==> src/rtl/data_memory_pipelined.sv <==
// Byte-addressable single-port data memory: valid/ready requests, registered load response (1 cycle, 2 if split).
// Misaligned words take two row cycles with reqReady low for the second; bad mode or out-of-range requests pulse error.
module data_memory_pipelined #(
    parameter int DATA_WIDTH = 16,
    parameter int ADDR_WIDTH = 16,
    parameter int DEPTH      = 256
) (
    input  logic                  clk,
    input  logic                  reset,
    input  logic                  reqValid,
    output logic                  reqReady,
    input  logic                  wrEnable,
    input  logic [1:0]            numberOfByte,
    input  logic [ADDR_WIDTH-1:0] address,
    input  logic [DATA_WIDTH-1:0] dataIn,
    output logic [DATA_WIDTH-1:0] dataOut,
    output logic                  outValid,
    output logic                  error
);
    localparam int BYTES = DATA_WIDTH / 8;
    localparam int ROWS  = DEPTH / BYTES;
    localparam int ROW_W = (ROWS > 1) ? $clog2(ROWS) : 1;
    localparam int OFF_W = $clog2(BYTES);
    localparam logic [ADDR_WIDTH:0]   DEPTH_A = (ADDR_WIDTH + 1)'(DEPTH);
    localparam logic [ADDR_WIDTH-1:0] BYTES_A = ADDR_WIDTH'(BYTES);

    typedef enum logic {IDLE, SPLIT} state_t;

    state_t                state_q, state_d;
    logic [OFF_W-1:0]      off_q, off_d;
    logic [ROW_W-1:0]      row_q, row_d;
    logic [DATA_WIDTH-1:0] st_dat_q, st_dat_d;
    logic                  load_q, load_d;
    logic [1:0]            mode_q, mode_d;
    logic                  rsp_pend_q, rsp_pend_d;
    logic                  rsp_err_q, rsp_err_d;
    logic [DATA_WIDTH-1:0] asm_q, asm_d;
    logic [DATA_WIDTH-1:0] dout_q, dout_d;
    logic                  ovld_q, ovld_d;
    logic                  err_q, err_d;

    logic [DATA_WIDTH-1:0] mem_q [ROWS];

    logic                  accept, req_err, req_split;
    logic [OFF_W-1:0]      req_off;
    logic [ROW_W-1:0]      req_row;
    logic [ADDR_WIDTH:0]   last_addr;

    logic                  acc_en, acc_wr, acc_byte, acc_second;
    logic [ROW_W-1:0]      acc_row;
    logic [OFF_W-1:0]      acc_off;
    logic [DATA_WIDTH-1:0] acc_dat;
    logic [DATA_WIDTH-1:0] rd_row;
    logic                  wr_en;
    logic [BYTES-1:0]      wr_be;
    logic [DATA_WIDTH-1:0] wr_dat;

    assign reqReady  = (state_q == IDLE) && !reset;
    assign accept    = reqValid && reqReady;
    assign req_off   = OFF_W'(address % BYTES_A);
    assign req_row   = ROW_W'(address / BYTES_A);
    assign last_addr = {1'b0, address}
                     + ((numberOfByte == 2'b00) ? (ADDR_WIDTH + 1)'(BYTES - 1) : '0);
    assign req_err   = (numberOfByte == 2'b11) || (last_addr >= DEPTH_A);
    assign req_split = (numberOfByte == 2'b00) && (req_off != '0);

    // Request sequencing: which row is touched this cycle and what response is owed next cycle.
    always_comb begin
        state_d    = state_q;
        off_d      = off_q;
        row_d      = row_q;
        st_dat_d   = st_dat_q;
        load_d     = load_q;
        mode_d     = mode_q;
        rsp_pend_d = 1'b0;
        rsp_err_d  = 1'b0;
        acc_en     = 1'b0;
        acc_wr     = 1'b0;
        acc_byte   = 1'b0;
        acc_second = 1'b0;
        acc_row    = req_row;
        acc_off    = req_off;
        acc_dat    = dataIn;
        case (state_q)
            IDLE: begin
                if (accept) begin
                    load_d   = !wrEnable;
                    mode_d   = numberOfByte;
                    off_d    = req_off;
                    row_d    = req_row + ROW_W'(1);
                    st_dat_d = dataIn;
                    if (req_err) begin
                        rsp_pend_d = 1'b1;
                        rsp_err_d  = 1'b1;
                    end else begin
                        acc_en   = 1'b1;
                        acc_wr   = wrEnable;
                        acc_byte = (numberOfByte != 2'b00);
                        if (req_split) begin
                            state_d = SPLIT;
                        end else begin
                            rsp_pend_d = 1'b1;
                        end
                    end
                end
            end
            SPLIT: begin
                acc_en     = 1'b1;
                acc_wr     = !load_q;
                acc_second = 1'b1;
                acc_row    = row_q;
                acc_off    = off_q;
                acc_dat    = st_dat_q;
                rsp_pend_d = 1'b1;
                state_d    = IDLE;
            end
            default: state_d = IDLE;
        endcase
    end

    // Word byte j lives at row lane (off + j) mod BYTES; the first access covers j < BYTES-off.
    always_comb begin
        rd_row = mem_q[acc_row];
        wr_en  = acc_en && acc_wr && !reset;
        wr_be  = '0;
        wr_dat = '0;
        asm_d  = asm_q;
        for (int b = 0; b < BYTES; b++) begin
            if (acc_byte) begin
                wr_be[b]         = (b == int'(acc_off));
                wr_dat[8*b +: 8] = acc_dat[7:0];
            end else begin
                wr_be[b]         = acc_second ? (b < int'(acc_off)) : (b >= int'(acc_off));
                wr_dat[8*b +: 8] = acc_dat[8*((b + BYTES - int'(acc_off)) % BYTES) +: 8];
            end
            if (acc_en && !acc_wr && (acc_second == (b >= BYTES - int'(acc_off)))) begin
                asm_d[8*b +: 8] = rd_row[8*((b + int'(acc_off)) % BYTES) +: 8];
            end
        end
    end

    always_comb begin
        ovld_d = rsp_pend_q && load_q;
        err_d  = rsp_pend_q && rsp_err_q;
        dout_d = dout_q;
        if (ovld_d) begin
            if (rsp_err_q) begin
                dout_d = '0;
            end else begin
                case (mode_q)
                    2'b01:   dout_d = {{(DATA_WIDTH - 8){1'b0}}, asm_q[7:0]};
                    2'b10:   dout_d = {{(DATA_WIDTH - 8){asm_q[7]}}, asm_q[7:0]};
                    default: dout_d = asm_q;
                endcase
            end
        end
    end

    always_ff @(posedge clk) begin
        if (reset) begin
            state_q    <= IDLE;
            off_q      <= '0;
            row_q      <= '0;
            load_q     <= 1'b0;
            mode_q     <= 2'b00;
            rsp_pend_q <= 1'b0;
            rsp_err_q  <= 1'b0;
            dout_q     <= '0;
            ovld_q     <= 1'b0;
            err_q      <= 1'b0;
        end else begin
            state_q    <= state_d;
            off_q      <= off_d;
            row_q      <= row_d;
            load_q     <= load_d;
            mode_q     <= mode_d;
            rsp_pend_q <= rsp_pend_d;
            rsp_err_q  <= rsp_err_d;
            dout_q     <= dout_d;
            ovld_q     <= ovld_d;
            err_q      <= err_d;
        end
    end

    always_ff @(posedge clk) begin
        st_dat_q <= st_dat_d;
        asm_q    <= asm_d;
    end

    // Storage is deliberately not reset.
    always_ff @(posedge clk) begin
        if (wr_en) begin
            for (int b = 0; b < BYTES; b++) begin
                if (wr_be[b]) begin
                    mem_q[acc_row][8*b +: 8] <= wr_dat[8*b +: 8];
                end
            end
        end
    end

    assign dataOut  = dout_q;
    assign outValid = ovld_q;
    assign error    = err_q;
endmodule

==> config.mk <==
export PLATFORM = sky130hd
export DESIGN_NAME = data_memory_pipelined
export DESIGN_NICKNAME = d
export VERILOG_FILES = /design/src/rtl/data_memory_pipelined.sv
export SDC_FILE = /design/constraint.sdc
export NUM_CORES = 2
export LEC_CHECK = 0
export ABC_AREA = 0
export CAP_MARGIN = 20
export CORE_MARGIN = 4
export CORE_UTILIZATION = 30
export CTS_CLUSTER_SIZE = 14
export DETAILED_ROUTE_END_ITERATION = 8
export DONT_BUFFER_PORTS = 1
export GPL_TIMING_DRIVEN = 0
export SETUP_SLACK_MARGIN = 0.05
export SYNTH_ARGS = -nofsm -noshare
export SYNTH_HDL_FRONTEND = slang
export SYNTH_SLANG_ARGS = --single-unit
==> constraint.sdc <==
create_clock -name clk -period 4.5 [get_ports clk]
set_input_delay 0.9 -clock clk [delete_from_list [all_inputs] [get_ports clk]]
set_output_delay 0.9 -clock clk [all_outputs]
set_load 0.01 [all_outputs]
==> metrics <==
final total power=43.0 mW; routed wire length=400000 um; Netlist cell types=58; Final Hold Viols=0; clock sink count=~2100; Max stage delay cell, worst path=nor3_4; Syn Area/Cell=16.5 um2; Fin Clk Skew=79.0 ps; core region area=0.268 mm2; failing checks=max-capacitance violations, max-slew violations, negative setup slack; Synth Net Count=4929; WL/cell=43.7 um; MaxCap Viol Count=1; Cell Rows=190; TritonCTS clock tree=done; # IOs=57; Rel. slew slack=-3.59%; Post-synth EDFFs=2080; Post-DRT Antenna Nets=0; grt total ovfl=0; post-synthesis register bit count=2112; peak supply drop=about 0.00038 V; f_max=around 210 MHz; commonest non-fill, non-tap cell in the layout=edfxtp_1; Max Slew Vio Count=8; vias in the first global route=52097; worst-path fanout max=10; top_reg_cell synth=edfxtp_1; DRC=0; Layout Utilization=36.8%; CTS max path bufs=3; clk root buf=clkbuf_16; DR iter-0 viols=~11000; Startpoint Class=flip-flop; Final period util=105%; most frequent CP cell=buf_2; clk slew on worst S/H paths=60 ps; Worst Setup End Kind=flip-flop; GPL Wtd Cong=between 1 and 1.5; Setup violations, final=128; fraction of layout cells with a size suffix above 1=between 20% and 30%; leak pwr=around 30 nW; RSZ-0062 raised after global routing=true; DIE WIDTH=526 um; CP Cell Sequence=and4bb_1, buf_2, or2_1, buf_2, clkbuf_2, buf_8, nand2_1, clkbuf_1, nor3_4, buf_6; status=finished, violations left; Synth-to-Final Area Change=22.3%; initial antenna violation count=51; Async SR Flop Fraction=0%; Arr. time, crit path=approximately 5300 ps; highest cell delay on the worst timing path=670 ps; commonest non-fill, non-tap cells in the layout=edfxtp_1 (2080), o21ai_0 (664), a22oi_1 (429); setup slack, reg-to-reg=-220 ps; # fillers=24986; Initial Util=about 30%; CTS H-Tree Depth=4; minimum period implied by the final worst setup slack=4720 ps; total CTS buffers=215; vias per cell=6.36; Post-layout nets=approximately 5400; Critical Path RT=5060 ps; vias=around 58000; Cells after Synth=4887; Hold Path Class=in -> reg; Die Area=0.277 mm2; hpwl dp=285000 um; Mapped Area=0.0806 mm2; Worst-Margin Slew=1540 ps; Total GRT Usage=27.8%; worst skew pair latency=900 ps; pwr/cell area=436 mW/mm2; kind of critical path=reg -> reg; Die H=526 um; drt pass-1 iters=9; port bufs=0; Setup WS post-layout=-220 ps; sequential share of the synthesized area=78.3%; global-route wire length before repair=509000 um; pin count of the biggest net entering global routing=83; yosys warns=0
-- metrics by stage --
stage / cell area, um2 / cells / setup slack [ps] / hold WS, ps / setup TNS, ps
after floorplan: 80600 / 4887 / 218 / 449 / 0
after global placement: 85000 / 8439 / -3650 / 479 / -7087050
after detailed placement: 89700 / 8723 / -1760 / 492 / -2666530
after CTS: 98000 / 9111 / 17.7 / 74.9 / 0
after global routing: 98500 / 9128 / 10.1 / 93.8 / 0
final: 98600 / 9160 / -220 / 94.3 / -10780
-- sequential cells by signal, indices dropped and copies added (netlist names) --
register,flops
mem_q,2048
asm_q,16
dataOut,16
st_dat_q,16
row_q,7
mode_q,2
error,1
load_q,1
off_q,1
outValid,1
rsp_err_q,1
rsp_pend_q,1
state_q,1
-- report_power, final --
part	switching, mW	internal (mW)
Clock	8.07	10.3
Sequential	0.0169	21.8
Combinational	2.21	0.607
-- path summary, 6_finish.rpt --
path | depth (start not counted) | end | startpoint
setup reg to reg | 10 | mem_q[61][5]$_DFFE_PP_ | state_q$_SDFF_PN0_
hold / removal | 1 | load_q$_SDFFE_PP0P_ | wrEnable
hold reg to reg | 2 | mode_q[0]$_SDFFE_PP0P_ | mode_q[0]$_SDFFE_PP0P_
setup / recovery | 10 | mem_q[61][5]$_DFFE_PP_ | state_q$_SDFF_PN0_
-- final cells by class --
class	instances	area, um2	share of cell area, %
diodes	41	103	0.104
plain buffers	393	1860	1.89
clock buffers	265	5610	5.69
clock inverters	122	1520	1.54
inverters	14	52.6	0.0533
multi-input cells	2364	17900	18.2
flip-flops and latches	2112	63100	64.0
well taps	3552	4440	4.51
repair buffers	297	3970	4.03
-- synthesized netlist by cell type, drive strengths merged, types with 11 or more instances --
library cell     n  area, um2
a22oi          430       3230
o41ai           64        561
mux2i          110       1100
nand3           14       75.1
nor2           155        582
clkbuf         290       1090
a2bb2oi         91        797
a31oi          257       1610
o21ai          673       3370
dfxtp           32        641
nand2           59        221
inv             14       52.6
and4           182       1590
nor3           132        666
edfxtp        2080      62500
mux4            16        360
a21oi           11       58.8
buf            107        531
a222oi          91        911
-- repair_timing --
action	in CTS	in global routing
buffers inserted	3	2
resized for setup	286	102
hold buffers	0	0
setup endpoints to repair	1630	991
pin swaps	4	5
-- routing by layer --
layer / part of all wire (%) / wire length, um / GRT usage [%]
met3: 17 / 68100 / 13.7
met2: 40 / 162000 / 38.4
met5: 0.095 / 382 / 0.364
met1: 34 / 136000 / 33.6
met4: 8.4 / 33800 / 19.2
-- kinds of logic (layout without fill, tap and decap cells) --
group	count (synthesis)	in the layout	share of synthesized area [%]
buffers and inverters	411	1091	2.07
flip-flops	2112	2112	78.3
adder cells (fa/ha/maj)	4	4	0.0621
multiplexers	127	127	1.83
AO/OA/AOI/OAI	1642	1642	13.4
XOR/XNOR	6	6	0.0652
AND/OR/NAND/NOR	585	585	4.32
other	0	41	0
-- critical path, delay by kind of cell, from the launching register on --
family,cells,cell delay (ps)
flip-flops,1,360
AND/OR/NAND/NOR,4,1820
buffers and inverters,6,2130
(Power assumes the default switching activity.)
